--- config.mk ---
export PLATFORM = sky130hd
export DESIGN_NAME = serial_add_ctrl
export DESIGN_NICKNAME = d
export VERILOG_FILES = /design/src/rtl/serial_add_ctrl.sv
export SDC_FILE = /design/constraint.sdc
export NUM_CORES = 1
export LEC_CHECK = 0
export CORE_ASPECT_RATIO = 2
export CORE_MARGIN = 4
export CORE_UTILIZATION = 38
export CTS_CLUSTER_SIZE = 12
export DETAILED_ROUTE_END_ITERATION = 7
export PLACE_DENSITY = 0.71
export SLEW_MARGIN = 5
export SYNTH_ARGS = -nofsm -noshare
export SYNTH_HDL_FRONTEND = slang
export SYNTH_SLANG_ARGS = --single-unit
--- constraint.sdc ---
create_clock -name clk -period 1.1 [get_ports clk]
set_input_delay 0.275 -clock clk [delete_from_list [all_inputs] [get_ports clk]]
set_output_delay 0.275 -clock clk [all_outputs]
set_load 0.005 [all_outputs]
--- src/rtl/serial_add_ctrl.sv ---
// Bit-serial N-bit adder: one shared full-adder cell walks the operands LSB first,
// with operands and result exchanged over valid/ready handshakes.

module fulladder (
    input  logic a,
    input  logic b,
    input  logic c,
    output logic sum,
    output logic cout
);
    assign sum  = a ^ b ^ c;
    assign cout = (a & b) | (a & c) | (b & c);
endmodule

module serial_add_ctrl #(
    parameter int WIDTH = 8
) (
    input  logic             clk,
    input  logic             reset_n,
    input  logic             in_valid,
    output logic             in_ready,
    input  logic [WIDTH-1:0] a_in,
    input  logic [WIDTH-1:0] b_in,
    input  logic             cin,
    output logic             out_valid,
    input  logic             out_ready,
    output logic [WIDTH-1:0] sum_out,
    output logic             cout_out,
    output logic             busy
);
    localparam int CW = (WIDTH > 1) ? $clog2(WIDTH) : 1;
    localparam logic [CW-1:0] LAST = CW'(WIDTH - 1);

    typedef enum logic [1:0] {IDLE, RUN, DONE} state_t;

    state_t           state_reg, state_next;
    logic [WIDTH-1:0] a_sr_reg, a_sr_next;
    logic [WIDTH-1:0] b_sr_reg, b_sr_next;
    logic [WIDTH-1:0] sum_sr_reg, sum_sr_next;
    logic             carry_reg, carry_next;
    logic [CW-1:0]    cnt_reg, cnt_next;
    logic             fa_sum, fa_cout;

    fulladder u_fa (
        .a    (a_sr_reg[0]),
        .b    (b_sr_reg[0]),
        .c    (carry_reg),
        .sum  (fa_sum),
        .cout (fa_cout)
    );

    always_ff @(posedge clk or negedge reset_n) begin
        if (!reset_n) begin
            state_reg  <= IDLE;
            a_sr_reg   <= '0;
            b_sr_reg   <= '0;
            sum_sr_reg <= '0;
            carry_reg  <= 1'b0;
            cnt_reg    <= '0;
        end else begin
            state_reg  <= state_next;
            a_sr_reg   <= a_sr_next;
            b_sr_reg   <= b_sr_next;
            sum_sr_reg <= sum_sr_next;
            carry_reg  <= carry_next;
            cnt_reg    <= cnt_next;
        end
    end

    always_comb begin
        state_next  = state_reg;
        a_sr_next   = a_sr_reg;
        b_sr_next   = b_sr_reg;
        sum_sr_next = sum_sr_reg;
        carry_next  = carry_reg;
        cnt_next    = cnt_reg;
        case (state_reg)
            IDLE: begin
                if (in_valid) begin
                    a_sr_next   = a_in;
                    b_sr_next   = b_in;
                    carry_next  = cin;
                    sum_sr_next = '0;
                    cnt_next    = '0;
                    state_next  = RUN;
                end
            end
            RUN: begin
                // New sum bit enters at the MSB so the LSB lands in place after WIDTH shifts.
                sum_sr_next            = sum_sr_reg >> 1;
                sum_sr_next[WIDTH-1]   = fa_sum;
                a_sr_next              = a_sr_reg >> 1;
                b_sr_next              = b_sr_reg >> 1;
                carry_next             = fa_cout;
                cnt_next               = cnt_reg + CW'(1);
                if (cnt_reg == LAST) begin
                    state_next = DONE;
                end
            end
            DONE: begin
                if (out_ready) begin
                    state_next = IDLE;
                end
            end
            default: state_next = IDLE;
        endcase
    end

    // Result is exposed only while DONE so consumers never see a half-built sum.
    assign in_ready  = reset_n && (state_reg == IDLE);
    assign busy      = (state_reg != IDLE);
    assign out_valid = (state_reg == DONE);
    assign sum_out   = out_valid ? sum_sr_reg : '0;
    assign cout_out  = out_valid & carry_reg;

endmodule

# Word level (Yosys, flattened, before mapping)
# Index checks and enable logic that the tools add are counted.
# word_totals
reg_bits,30
elab_cells,42
# op_classes
n_addsub,1
bitwise_logic,8
mux,15
reduce_logical,6
n_eq_ne,6
# ops
op,n
one-hot mux 8 bit (2 select lines),3
2-to-1 mux 8 bit,4
2-to-1 mux 2 bit,3
one-hot mux 2 bit (3 select lines),1
one-hot mux 3 bit (2 select lines),1
bitwise AND 1 bit,4
"inequality test 2 bit, second input constant",2
nonzero test 2 bit,2
"adder 3 x 1 -> 3 bit, second input constant",1
"== test 3 bit, second input constant",1
2-to-1 mux 3 bit,1
AND reduction 3 bit,1
"== test 2 x 1 -> 1 bit, second input constant",1
"== test 2 bit, second input constant",1
logical NOT 2 bit,1
"inequality test 2 x 1 -> 1 bit, second input constant",1
bitwise OR 1 bit,2
one-hot mux 1 bit (2 select lines),1
AND reduction 2 bit,1
XOR 1 bit,2
logical AND 1 bit,1
2-to-1 mux 1 bit,1

# Depth between registers and ports, before layout
# depth
word_depth,4
depth_mapped,5
depth_no_buf,4

# By module
# Synthesis repeated with hierarchy kept, for this count alone.
# unflattened
hier_cells,114
hier_area_um2,1468.9
# modules_own_cells
mod,instances,seq_area_each_um2,area_each_um2,cells_per_inst
serial_add_ctrl,1,750.7,1448.9,113
fulladder,1,0.0,20.0,1

# Least setup slack after synthesis
# OpenSTA, ideal clock, no wires.
# synth_timing
path_type,register -> output
startpoint,register state_reg[0]
endpoint,output port in_ready
path_stages_with_launch,5
required_ns,0.825
t_arrival_ns,1.010
path_slack_ns,-0.185
path_cell_list,dfrtp_1 buf_6 clkbuf_1 or2_1 nor2_1
# synth_between
elab_chain_len,2
# synth_lines
item,line_no,source
start: declaration,36,"state_t state_reg, state_next;"
start signal: assignment,61,state_reg <= state_next;
logical NOT 2 bit,110,assign in_ready = reset_n && (state_reg == IDLE);
logical AND 1 bit,110,
end: declaration,21,"output logic in_ready,"
# Every way passes these cells.

# Final worst setup path
# layout_timing
startpoint,register state_reg[0]
endpoint,output port sum_out[6]
# layout_between
elab_chain_len,2
# layout_lines
item,line_no,source
== test 2 bit,112,assign out_valid = (state_reg == DONE);
2-to-1 mux 8 bit,113,assign sum_out = out_valid ? sum_sr_reg : '0;
end: declaration,27,"output logic [WIDTH-1:0] sum_out,"
# Every way passes these cells.

==> impl_metrics.env <==
export IMPL_status="finished with violations"
export IMPL_violations="negative setup slack"
export IMPL_grt_use_total=0.185
export IMPL_synth_seq_cells=30
export IMPL_setup_violations=42
export IMPL_ys_dominant_reg_cell="dfrtp_1"
export IMPL_min_delay_start="cnt_reg[1]"
export IMPL_grt_pass1_wl_mm=7.11
export IMPL_viasPerCell=5.33
export IMPL_pre_cts_slack_ns=-0.686
export IMPL_crit_type="reg -> out"
export IMPL_fin_area_um2=2800
export IMPL_reg2reg_depth=7
export IMPL_fin_nets=233
export IMPL_grt_pass1_vias=1507
export IMPL_h_tree_depth=2
export IMPL_rsz0062_at_grt="true"
export IMPL_p_int_w=0.00461
export IMPL_synth_top_area_frac=0.482
export IMPL_cts_sinks=30
export IMPL_cp_start_kind="register"
export IMPL_hp_class="reg -> reg"
export IMPL_fin_crit_sh=1.56
export IMPL_syn_area_per_cell_um2=11.8
export IMPL_clockRootBuffer="clkbuf_8"
export IMPL_yosysSeqAreaShare=0.482
export IMPL_layout_setup_ws_ns=-0.616
export IMPL_reg2reg_to="b_sr_reg[5]"
export IMPL_placed_cells=231
export IMPL_clk_latency_ns=0.28
export IMPL_holdPathStages=1
export IMPL_cts_reportedPaths_clkPinSlew_ns=0.06
export IMPL_drc=0
export IMPL_skew_ns=0.00522
export IMPL_portBuffers=32
export IMPL_insertedDiodeCount=0
export IMPL_p_sw_w=0.00258
export IMPL_io_pins=33
export IMPL_place_area_um2=2130
export IMPL_stdcell_count=261
export IMPL_grt_max_degree=31
export IMPL_power_total_w=0.00719
export IMPL_wirelength_mm=5.22
export IMPL_hpwl_mm=2.64
export IMPL_max_stage_delay_ns=0.41
export IMPL_antenna_found_initial=0
export IMPL_drt_pass1_iterations=4
export IMPL_gp_congestion=0.762
export IMPL_multi_input_area_um2=948
export IMPL_cts_hold_fix_buffers=0
export IMPL_leakagePower_nw=1.26
export IMPL_min_period_ns=1.72
export IMPL_ctsLongestPathBuffers=2
export IMPL_switching_share=0.359
export IMPL_cp_max_fo=4
export IMPL_ir_drop_mv=1.49
export IMPL_tightest_slew_ns=0.406
export IMPL_regArea_um2=752
export IMPL_cts_tree="done"
export IMPL_p_clk_frac=0.129
export IMPL_synth_area_um2=1560
export IMPL_die_x_um=53.3
export IMPL_wl_per_cell_um=20.0
export IMPL_n_fill_cell=269
export IMPL_dieArea_um2=5250
export IMPL_required_ns=0.82
export IMPL_yosysTopAreaCell="dfrtp_1"
export IMPL_synth_cells=132
export IMPL_yosys_warnings=0
export IMPL_cp_arrival_ns=1.44
export IMPL_drv_slew=0
export IMPL_powerDensity_nw_per_um2=2570
export IMPL_r2r_start="state_reg[0]"
export IMPL_worstHoldEndpoint="cnt_reg[1]"
export IMPL_finalHoldViolations=0
export IMPL_r2r_slack_ns=-0.44
export IMPL_rows=32
export IMPL_cp_startpoint="state_reg[0]"
export IMPL_pwr_share_comb=0.618
export IMPL_critPathMostFrequentCell="buf_6"
export IMPL_first_iter_violations=52
export IMPL_finalCoreUtilization=0.714
export IMPL_fmaxAchievable_mhz=583
export IMPL_die_h_um=98.5
export IMPL_pwr_share_seq=0.253
export IMPL_yosysMostFrequentCell="dfrtp_1"
export IMPL_drive_gt1_frac=0.576
export IMPL_routed_via_count=1392
export IMPL_slew_headroom=0.729
export IMPL_cap_viol_max_count=0
export IMPL_synth_cell_types=24
export IMPL_path_cells="buf_6 -> nor2b_4 -> buf_6 -> buf_6 -> and2_1 -> buf_2"
export IMPL_syn_nets=156
export IMPL_coreArea_um2=3920
export IMPL_cpMaxStageDelayCell="dfrtp_1"
export IMPL_synth_commonest_cells="30 x dfrtp_1, 19 x inv_1, 15 x nor4b_1"
export IMPL_area_growth_pct=80.0
export IMPL_ant_nets=0
export IMPL_synth_edf_count=0
export IMPL_yosys_top_cells_area="dfrtp_1 48%, a221oi_2 9.6%, nor4b_1 8.4%"
export IMPL_gr_total_overflow=0
export IMPL_cts_buffers_inserted=5
export IMPL_cp_end_kind="primary output"
export IMPL_start_util=0.397
export IMPL_async_flop_share=1.00
power by group through the flow:
stage,logic [W],clock network [W],registers (W)
after global routing,0.00469,0.00101,0.00187
after floorplan,0.00185,0,0.00178
after global placement,0.00262,0,0.00178
after CTS,0.00363,0.000932,0.00179
after detailed placement,0.00274,0,0.00180
final,0.00444,0.000927,0.00182
worst max-delay path, delay by kind of cell, from the launching register on:
kind                   cells  cell delay [ns]
AND/OR/NAND/NOR            2             0.27
flip-flops                 1             0.41
buffers and inverters      4             0.47
per-stage QoR:
stage / hold WS [ns] / setup TNS, ns
floorplan: -0.0206 / -2.25
global placement: 0.474 / -16.83
detailed placement: 0.488 / -17.19
CTS: 0.503 / -15.26
global route: 0.527 / -19.58
finish: 0.509 / -17.84
how the worst max path moves through the flow:
stage / end / depth (start not counted) / slack (ns)
5_1_grt: sum_out[6] / 6 / -0.65
3_5_place_dp: in_ready / 4 / -0.69
4_1_cts: sum_out[2] / 5 / -0.57
2_1_floorplan: in_ready / 4 / -0.14
3_3_place_gp: in_ready / 4 / -0.69
6_report: sum_out[6] / 6 / -0.62
cell usage in the layout, fill, tap and decap left out, types with 2 or more instances in the layout:
| cell type | count |
|---|---|
| buf_6 | 29 |
| a22o_1 | 10 |
| buf_12 | 3 |
| dfrtp_1 | 29 |
| buf_4 | 20 |
| clkdlybuf4s50_1 | 19 |
| buf_8 | 2 |
| and2_1 | 4 |
| o21bai_4 | 2 |
| or2_4 | 2 |
| a221oi_2 | 13 |
| nor2b_4 | 2 |
| nand3b_1 | 2 |
| nand2b_1 | 2 |
| clkbuf_8 | 6 |
| buf_2 | 5 |
| nor4b_2 | 6 |
| nor4b_4 | 8 |
| and2_4 | 5 |
| buf_16 | 2 |
| o221ai_2 | 2 |
| ha_2 | 2 |
| a221oi_4 | 2 |
| nand2_1 | 2 |
| inv_1 | 18 |
final cells by class:
type | count | area share
Timing Repair Buffer | 82 | 0.312
Clock buffer | 7 | 0.0308
Sequential cell | 30 | 0.268
Inverter | 19 | 0.0255
Tap cell | 51 | 0.0228
Multi-Input combinational cell | 71 | 0.339
Clock inverter | 1 | 0.00179
routing by layer:
layer	vias to the layer above	share of wire	track usage
li1	634	-	-
met1	705	0.33	0.179
met2	42	0.60	0.348
met3	11	0.040	0.0439
met4	0	0.029	0.0748
met5	-	0	0
what timing repair did:
item,in CTS,in global routing
resized for setup,84,52
pin swaps,13,11
gates cloned,4,1
buffers inserted,10,11
setup endpoints to repair,42,42
cells by family after synthesis:
group / count (synthesis) / share of synthesized area
AND/OR/NAND/NOR: 36 / 0.170
buffers and inverters: 32 / 0.0981
AO/OA/AOI/OAI: 30 / 0.213
flip-flops: 30 / 0.482
adder cells (fa/ha/maj): 3 / 0.0289
multiplexers: 1 / 0.00723
(Power assumes the default switching activity.)
